$ cat src/rtl/spart_pkg.sv
// rtl/spart_pkg.sv - shared constants and types for the SPART bus interface
package spart_pkg;

  localparam logic [1:0] ADDR_DATA   = 2'b00;
  localparam logic [1:0] ADDR_STATUS = 2'b01;
  localparam logic [1:0] ADDR_DB_LO  = 2'b10;
  localparam logic [1:0] ADDR_DB_HI  = 2'b11;

  localparam int STAT_TBR    = 0;
  localparam int STAT_CNT_LO = 4;
  localparam int STAT_CNT_HI = 6;
  localparam int STAT_OVR    = 7;

  localparam logic [15:0] DIV_DEFAULT = 16'h1458;

  typedef enum logic {
    TX_EMPTY = 1'b0,
    TX_FULL  = 1'b1
  } tx_state_e;

endpackage

$ cat src/rtl/spart_rx_fifo.sv
// rtl/spart_rx_fifo.sv - receive byte FIFO with an explicit occupancy count
// A push into a full FIFO still succeeds when a pop frees a slot on the same edge.
module spart_rx_fifo #(
  parameter int DEPTH = 4
) (
  input  logic                     clk,
  input  logic                     rst,
  input  logic                     push_i,
  input  logic [7:0]               push_data_i,
  input  logic                     pop_i,
  output logic [7:0]               head_o,
  output logic                     empty_o,
  output logic                     full_o,
  output logic [$clog2(DEPTH):0]   count_o,
  output logic                     drop_o
);

  localparam int AW = $clog2(DEPTH);

  logic [7:0]    mem_q [DEPTH];
  logic [AW-1:0] wr_ptr_q, rd_ptr_q;
  logic [AW:0]   count_q;
  logic          do_pop, do_push;

  assign empty_o = (count_q == '0);
  assign full_o  = (count_q == (AW+1)'(DEPTH));
  assign count_o = count_q;
  assign head_o  = mem_q[rd_ptr_q];

  assign do_pop  = pop_i & ~empty_o;
  assign do_push = push_i & (~full_o | do_pop);
  assign drop_o  = push_i & ~do_push;

  always_ff @(posedge clk) begin
    if (do_push) mem_q[wr_ptr_q] <= push_data_i;
  end

  always_ff @(posedge clk or negedge rst) begin
    if (!rst) begin
      wr_ptr_q <= '0;
      rd_ptr_q <= '0;
      count_q  <= '0;
    end else begin
      if (do_push) wr_ptr_q <= wr_ptr_q + AW'(1);
      if (do_pop)  rd_ptr_q <= rd_ptr_q + AW'(1);
      case ({do_push, do_pop})
        2'b10:   count_q <= count_q + (AW+1)'(1);
        2'b01:   count_q <= count_q - (AW+1)'(1);
        default: count_q <= count_q;
      endcase
    end
  end

endmodule

$ cat src/rtl/spart_bus_if.sv
// rtl/spart_bus_if.sv - SPART CPU register interface: RX FIFO, TX holding register, baud divisor
module spart_bus_if
  import spart_pkg::*;
#(
  parameter int          RX_DEPTH  = 4,
  parameter logic [15:0] DIV_RESET = DIV_DEFAULT
) (
  input  logic        clk,
  input  logic        rst,
  input  logic        iocs,
  input  logic        iorw,
  input  logic [1:0]  ioaddr,
  input  logic [7:0]  wdata,
  output logic [7:0]  rdata,
  input  logic [7:0]  rx_data,
  input  logic        rda,
  output logic [7:0]  tx_data,
  output logic        tx_start,
  input  logic        tx_busy,
  output logic [15:0] divisor,
  output logic        div_load,
  output logic        irq
);

  logic rd, wr;
  logic rda_q, rx_push;
  logic rx_ovr_q;
  logic [7:0] rx_head;
  logic rx_empty, rx_full, rx_drop;
  logic [$clog2(RX_DEPTH):0] rx_count;

  tx_state_e   tx_state_q;
  logic [7:0]  tx_hold_q, tx_data_q;
  logic        tx_start_q;
  logic [15:0] divisor_q;
  logic        div_load_q;
  logic        tbr;
  logic [7:0]  status;

  assign rd = iocs & iorw;
  assign wr = iocs & ~iorw;

  // One push per rising edge of rda, however long it stays high.
  assign rx_push = rda & ~rda_q;

  spart_rx_fifo #(.DEPTH(RX_DEPTH)) u_rx_fifo (
    .clk         (clk),
    .rst         (rst),
    .push_i      (rx_push),
    .push_data_i (rx_data),
    .pop_i       (rd && ioaddr == ADDR_DATA),
    .head_o      (rx_head),
    .empty_o     (rx_empty),
    .full_o      (rx_full),
    .count_o     (rx_count),
    .drop_o      (rx_drop)
  );

  assign irq = ~rx_empty;
  assign tbr = (tx_state_q == TX_EMPTY);

  always_comb begin
    status = 8'h00;
    status[STAT_OVR] = rx_ovr_q;
    status[STAT_CNT_HI:STAT_CNT_LO] = 3'(rx_count);
    status[STAT_TBR] = tbr;
  end

  always_comb begin
    rdata = 8'h00;
    if (rd) begin
      case (ioaddr)
        ADDR_DATA:   rdata = rx_empty ? 8'h00 : rx_head;
        ADDR_STATUS: rdata = status;
        ADDR_DB_LO:  rdata = divisor_q[7:0];
        ADDR_DB_HI:  rdata = divisor_q[15:8];
        default:     rdata = 8'h00;
      endcase
    end
  end

  always_ff @(posedge clk or negedge rst) begin
    if (!rst) begin
      rda_q      <= 1'b0;
      rx_ovr_q   <= 1'b0;
      divisor_q  <= DIV_RESET;
      div_load_q <= 1'b0;
    end else begin
      rda_q      <= rda;
      div_load_q <= wr & ioaddr[1];
      if (wr && ioaddr == ADDR_DB_LO) divisor_q[7:0]  <= wdata;
      if (wr && ioaddr == ADDR_DB_HI) divisor_q[15:8] <= wdata;
      if (rx_drop)                           rx_ovr_q <= 1'b1;
      else if (rd && ioaddr == ADDR_STATUS)  rx_ovr_q <= 1'b0;
    end
  end

  // FULL lasts through the tx_start cycle so tbr rises only after the launch.
  always_ff @(posedge clk or negedge rst) begin
    if (!rst) begin
      tx_state_q <= TX_EMPTY;
      tx_hold_q  <= 8'h00;
      tx_data_q  <= 8'h00;
      tx_start_q <= 1'b0;
    end else begin
      case (tx_state_q)
        TX_EMPTY: begin
          if (wr && ioaddr == ADDR_DATA) begin
            tx_hold_q  <= wdata;
            tx_state_q <= TX_FULL;
            if (!tx_busy) begin
              tx_start_q <= 1'b1;
              tx_data_q  <= wdata;
            end
          end
        end
        TX_FULL: begin
          if (tx_start_q) begin
            tx_start_q <= 1'b0;
            tx_state_q <= TX_EMPTY;
          end else if (!tx_busy) begin
            tx_start_q <= 1'b1;
            tx_data_q  <= tx_hold_q;
          end
        end
      endcase
    end
  end

  assign tx_data  = tx_data_q;
  assign tx_start = tx_start_q;
  assign divisor  = divisor_q;
  assign div_load = div_load_q;

endmodule

$ cat config.mk
export PLATFORM = sky130hd
export DESIGN_NAME = spart_bus_if
export DESIGN_NICKNAME = d
export VERILOG_FILES = /design/src/rtl/spart_pkg.sv /design/src/rtl/spart_rx_fifo.sv /design/src/rtl/spart_bus_if.sv
export SDC_FILE = /design/constraint.sdc
export NUM_CORES = 1
export LEC_CHECK = 0
export BUFFER_PORTS_ARGS = -buffer_cell sky130_fd_sc_hd__buf_2
export CORE_ASPECT_RATIO = 0.7
export CORE_UTILIZATION = 45
export CTS_CLUSTER_SIZE = 28
export DETAILED_ROUTE_END_ITERATION = 7
export PLACE_DENSITY = 0.69
export SKIP_LAST_GASP = 1
export SLEW_MARGIN = 30
export SYNTH_ARGS = -nofsm -noshare
export SYNTH_HDL_FRONTEND = slang
export SYNTH_SLANG_ARGS = --single-unit
$ cat constraint.sdc
create_clock -name clk -period 3.1 [get_ports clk]
set_input_delay 0.93 -clock clk [delete_from_list [all_inputs] [get_ports clk]]
set_output_delay 0.93 -clock clk [all_outputs]
set_load 0.03 [all_outputs]
* Yosys cells after proc, flatten, opt, wreduce, memory -nomap -nowiden
Memories as Yosys holds them, arrays and structs flattened.
Index checks and enable logic that the tools add are counted.
** Operators by class
- Add/sub/neg operators :: 4
- Eq/ne operators :: 10
- Bitwise operators :: 14
- Reduce and logical (&&, ||, !) cells :: 12
- Mux-type cells :: 21
** Operators with widths (count)
- $mux W8 :: 6
- $pmux W8 S4 :: 1
- $pmux W8 S2 :: 1
- $mux W1 :: 10
- $and A1 B1 Y1 :: 7
- $eq A2 B2 Y1 const B :: 3
- $ne A2 B2 Y1 const B :: 3
- $not A1 Y1 :: 6
- $pmux W3 S2 :: 1
- $logic_and A1 B1 Y1 :: 5
- $add A2 B1 Y2 const B :: 2
- $eq A2 B1 Y1 const B :: 2
- $pmux W1 S2 :: 2
- $reduce_and A2 Y1 :: 2
- $reduce_and A4 Y1 :: 1
- $reduce_bool A2 Y1 :: 2
- $add A3 B1 Y3 const B :: 1
- $eq A3 B3 Y1 const B :: 1
- $logic_not A3 Y1 :: 1
- $sub A3 B1 Y3 const B :: 1
- $logic_not A2 Y1 :: 1
- $ne A2 B1 Y1 const B :: 1
- $or A1 B1 Y1 :: 1
** Storage, ports and cells
- Bits of input ports :: 24
- Bits in registers :: 44
- Memories kept :: 1
- RAM bits :: 32
** Memories
- u_rx_fifo.mem_q :: words 4, width 8, read ports 1, clocked after Yosys merged registers in 0, write ports 1, RTL line spart_rx_fifo.sv:20 : logic [7:0] mem_q [DEPTH];

* Logic depth before layout (Yosys ltp)
- Depth in word-level cells :: 8
- Mapped depth :: 10

* By module
A second synthesis with hierarchy kept.
** Unflattened totals
- Cell total of the unflattened synthesis :: 221
- Area, all modules :: 3360.7 um2
** By module, submodules not included
- spart_bus_if :: area each 1762.9 um2, instances 1, cells each 140
- spart_rx_fifo :: area each 1597.8 um2, instances 1, cells each 81

* Worst setup path after synthesis
No wires, ideal clock.
- Path type :: input to output
- From :: input ioaddr[1]
- To :: output rdata[6]
- Slack :: 0.024 ns
- Arrival :: 2.146 ns
- Buffers on the path :: 2
- Cell stages on the path :: 4
- Cell sequence :: buf_4 > clkbuf_1 > a22oi_1 > o21ai_0
** Between the ends
- Longest elaborated chain between the ends :: 3
** Ends and longest elaborated chain
- start, declared :: RTL line spart_bus_if.sv:12 : input logic [1:0] ioaddr,
- $eq A2 B2 Y1, or another cell as far along :: RTL line spart_bus_if.sv:72 : case (ioaddr)
- $pmux W8 S4 * :: RTL line spart_bus_if.sv:72
- $mux W8 * :: RTL line spart_bus_if.sv:71 : if (rd) begin
- end, declared :: RTL line spart_bus_if.sv:14 : output logic [7:0] rdata,
Mark *: on every way between the ends. The rest lies on a longest branch, timed or not.

* Worst setup path after layout
- From :: input ioaddr[0]
- To :: output rdata[3]
The elaborated chain is that of the path after synthesis.

==> results.py <==
metrics = {
    "outcome": {
        "outcome": "complete, no violations",
    },
    "worst_setup_path": {
        "r2r.worst_path.cells": 8,
        "cpMaxStageDelayCell": "a21oi_1",
        "endpoint_kind": "primary output",
        "r2r_end": "u_rx_fifo.count_o[1]$_DFFE_PN0P_",
        "r2r-start": "u_rx_fifo.count_o[1]$_DFFE_PN0P_",
        "path_max_fanout": 12,
        "arrival_ps": 2090,
        "worstSetupPathType": "primary input to primary output",
        "critPathMostFrequentCell": "buf_2",
        "crit_path_max_incr_delay_ps": 320,
        "rrSetupSlack_ps": 910,
        "startpoint_type": "primary input",
        "required_ps": 2170,
        "crit_chain": "buf_2 > nor2_1 > a21oi_1 > o311a_1 > buf_2",
    },
    "finish": {
        "antenna_cells": 0,
        "fin_nets": 337,
        "final_common_cell": "buf_2",
        "fill_cells": 625,
        "regArea_um2": 2070,
        "syn2layout_area_growth_pct": 18.3,
        "drive_above_1_share_pct": 40.4,
        "postLayoutCellArea_um2": 4110,
        "utilization_pct": 55.6,
        "stdcell_count": 410,
        "multiInputGateArea_um2": 1290,
        "layout_common_cells": "buf_2, dfrtp_1, edfxtp_1",
    },
    "pwr": {
        "switching_power_mw": 1.18,
        "seq_power_share_pct": 44.4,
        "p_per_area_nw_per_um2": 825,
        "intPower_mw": 2.21,
        "peakVddDrop_mv": 0.340,
        "p_sw_share_pct": 34.9,
        "cellLeakagePower_nw": 1.71,
        "p_clk_share_pct": 23.7,
        "p_comb_share_pct": 31.9,
    },
    "clock_network": {
        "postCtsHoldBufs": 0,
        "cts_buffer_depth": 2,
        "cts.sinks": 76,
        "clockRootBuffer": "clkbuf_8",
        "clkLatencyLatePin_ps": 350,
        "clk_pin_slew_ps": 80,
        "h-tree-depth": 3,
        "cts_buffers": 9,
        "cts_tree": "yes",
    },
    "synth": {
        "synth_area_leaders": "dfrtp_1, edfxtp_1, mux2_2",
        "synth-async-reset-ratio_pct": 57.9,
        "synthesis.nets": 269,
        "synthFlopType": "dfrtp_1",
        "ys_warn_count": 0,
        "netlist-cell-type-count": 42,
        "yosysSeqAreaShare_pct": 59.6,
        "synth-edff-count": 32,
        "synth_area_um2": 3470,
        "netlist_instances": 239,
        "synth_top_area_cell": "dfrtp_1",
        "syn_area_per_cell_um2": 14.5,
        "synth_seq_cells": 76,
        "synth_top_area_share_pct": 28.1,
    },
    "sta": {
        "period_needed_ps": 3020,
        "fin_tns_setup_ps": 0,
        "finClkSkew_ps": 4.19,
        "hold_ws_ps": 437,
        "rsz0062_at_grt": "false",
        "period_share_pct": 97.4,
        "setup_violations": 0,
        "fmax_mhz": 331,
        "slew_violations": 0,
        "relSlewSlack_pct": 62.4,
        "worstMarginPinSlew_ps": 563,
        "hold_viol": 0,
    },
    "die": {
        "rows": 26,
        "fp.coreArea_um2": 7380,
        "start_util_pct": 47.0,
        "dieWidth_um": 107,
        "num_io_pins": 59,
        "fp.dieH_um": 75.5,
        "dieArea_um2": 8070,
    },
    "job": {
        "cap_violations": 0,
    },
    "detailed_routing": {
        "firstDrtPassIters": 5,
        "detail_route.iter0.violations": 130,
        "wire_per_inst_um": 17.2,
        "num_vias": 2246,
        "drc": 0,
        "wirelength_mm": 7.04,
        "ant_nets": 0,
        "detail_route.vias_per_cell": 5.48,
    },
    "grt": {
        "overflow": 0,
        "antenna_found_initial": 0,
        "grtUsageTotal_pct": 18.6,
        "grt_pass1_wl_mm": 10.9,
        "grt_max_degree": 34,
        "grt_pass1_vias": 2123,
    },
    "place": {
        "dpl.hpwl_mm": 5.29,
        "routabilityCongestion": 0.787,
        "dp_cells": 393,
        "portBuffers": 58,
        "place_area_um2": 3890,
    },
    "min_path": {
        "hp-class": "primary input to asynchronous set/reset pin",
    },
}
[cell usage after synthesis, types with 2 or more instances]
library cell	instances
mux2i_1	16
mux4_2	5
buf_4	3
and2b_1	2
nand2_1	4
inv_1	10
nor3b_1	2
a311oi_1	8
and2_1	5
nor2_1	3
o311a_1	2
xnor2_1	5
buf_2	5
clkbuf_1	3
mux2_2	28
nor3_1	4
a31oi_1	8
a21oi_1	3
nor2b_1	6
o21ai_0	6
ha_1	5
a22oi_1	5
a32oi_1	2
dfrtp_1	39
edfxtp_1	32
and3_1	2
dfstp_2	5
nand3_1	7
[how the worst max path moves through the flow]
stage                   start  endpoint  slack [ps]  depth (start not counted)
finish              ioaddr[0]  rdata[3]          80                          5
global route        ioaddr[0]  rdata[3]          20                          5
CTS                 ioaddr[0]  rdata[4]         110                          6
detailed placement  ioaddr[0]  rdata[4]         100                          6
global placement    ioaddr[0]  rdata[7]         150                          5
floorplan           ioaddr[1]  rdata[6]          20                          4
[area by class of cell]
class,count,share of cell area (%)
flip-flops and latches,76,50.4
multi-input cells,140,31.5
repair buffers,69,9.08
clock buffers,12,3.29
well taps,98,2.99
clock inverters,4,1.80
inverters,11,1.01
[worst max-delay path: cells and delay by family]
| family | cells | cell delay [ps] |
|---|---|---|
| buf+inv | 2 | 460 |
| compound gates | 2 | 560 |
| simple gates | 1 | 130 |
[flip-flops by register name, summed over array words and instances (netlist names)]
register / cells
u_rx_fifo.mem_q: 32
tx_data: 8
tx_state_q: 1
rda_q: 1
divisor: 16
u_rx_fifo.rd_ptr_q: 2
tx_start: 1
rx_ovr_q: 1
div_load: 1
u_rx_fifo.wr_ptr_q: 2
u_rx_fifo.count_o: 3
tx_hold_q: 8
[metrics by stage]
| step | power [mW] | setup WS (ps) |
|---|---|---|
| finish | 3.39 | 81.5 |
| global route | 3.57 | 18.1 |
| CTS | 3.42 | 112 |
| detailed placement | 2.61 | 105 |
| global placement | 2.59 | 150 |
| floorplan | 2.27 | 24.4 |
[cell families (layout without fill, tap and decap cells)]
| group | count (synthesis) | count (layout) | share of synthesized area (%) |
|---|---|---|---|
| adders and majority gates | 6 | 6 | 2.38 |
| muxes | 49 | 49 | 16.9 |
| and+or+nand+nor | 40 | 40 | 7.86 |
| AOI/OAI and AO/OA | 39 | 39 | 8.51 |
| DFF | 76 | 76 | 59.6 |
| buffers and inverters | 23 | 96 | 3.21 |
| xor gates and xnor gates | 6 | 6 | 1.51 |
[power by group through the flow]
stage          Combinational [mW]  Sequential [mW]  Clock [mW]
5_1_grt                      1.17             1.54       0.857
3_3_place_gp                 1.07             1.52           0
4_1_cts                      1.09             1.51       0.821
3_5_place_dp                 1.08             1.53           0
6_report                     1.08             1.50       0.804
2_1_floorplan               0.607             1.66           0
[timing repair]
action,in CTS,in global routing
gates resized for setup,0,0
setup endpoints to repair,0,1
setup buffers,0,1
[per-layer routing]
| metal | vias to the layer above | share of wire (%) | routed length, um | track usage [%] |
|---|---|---|---|---|
| met5 | - | 0 | 0 | 0 |
| met4 | 0 | 0.70 | 49 | 5.48 |
| met3 | 7 | 8.0 | 562 | 7.27 |
| met2 | 76 | 44 | 3110 | 26.2 |
| met1 | 1116 | 47 | 3320 | 26.8 |
| li1 | 1047 | - | - | - |
No activity file was read; power rests on OpenSTA's default activity.
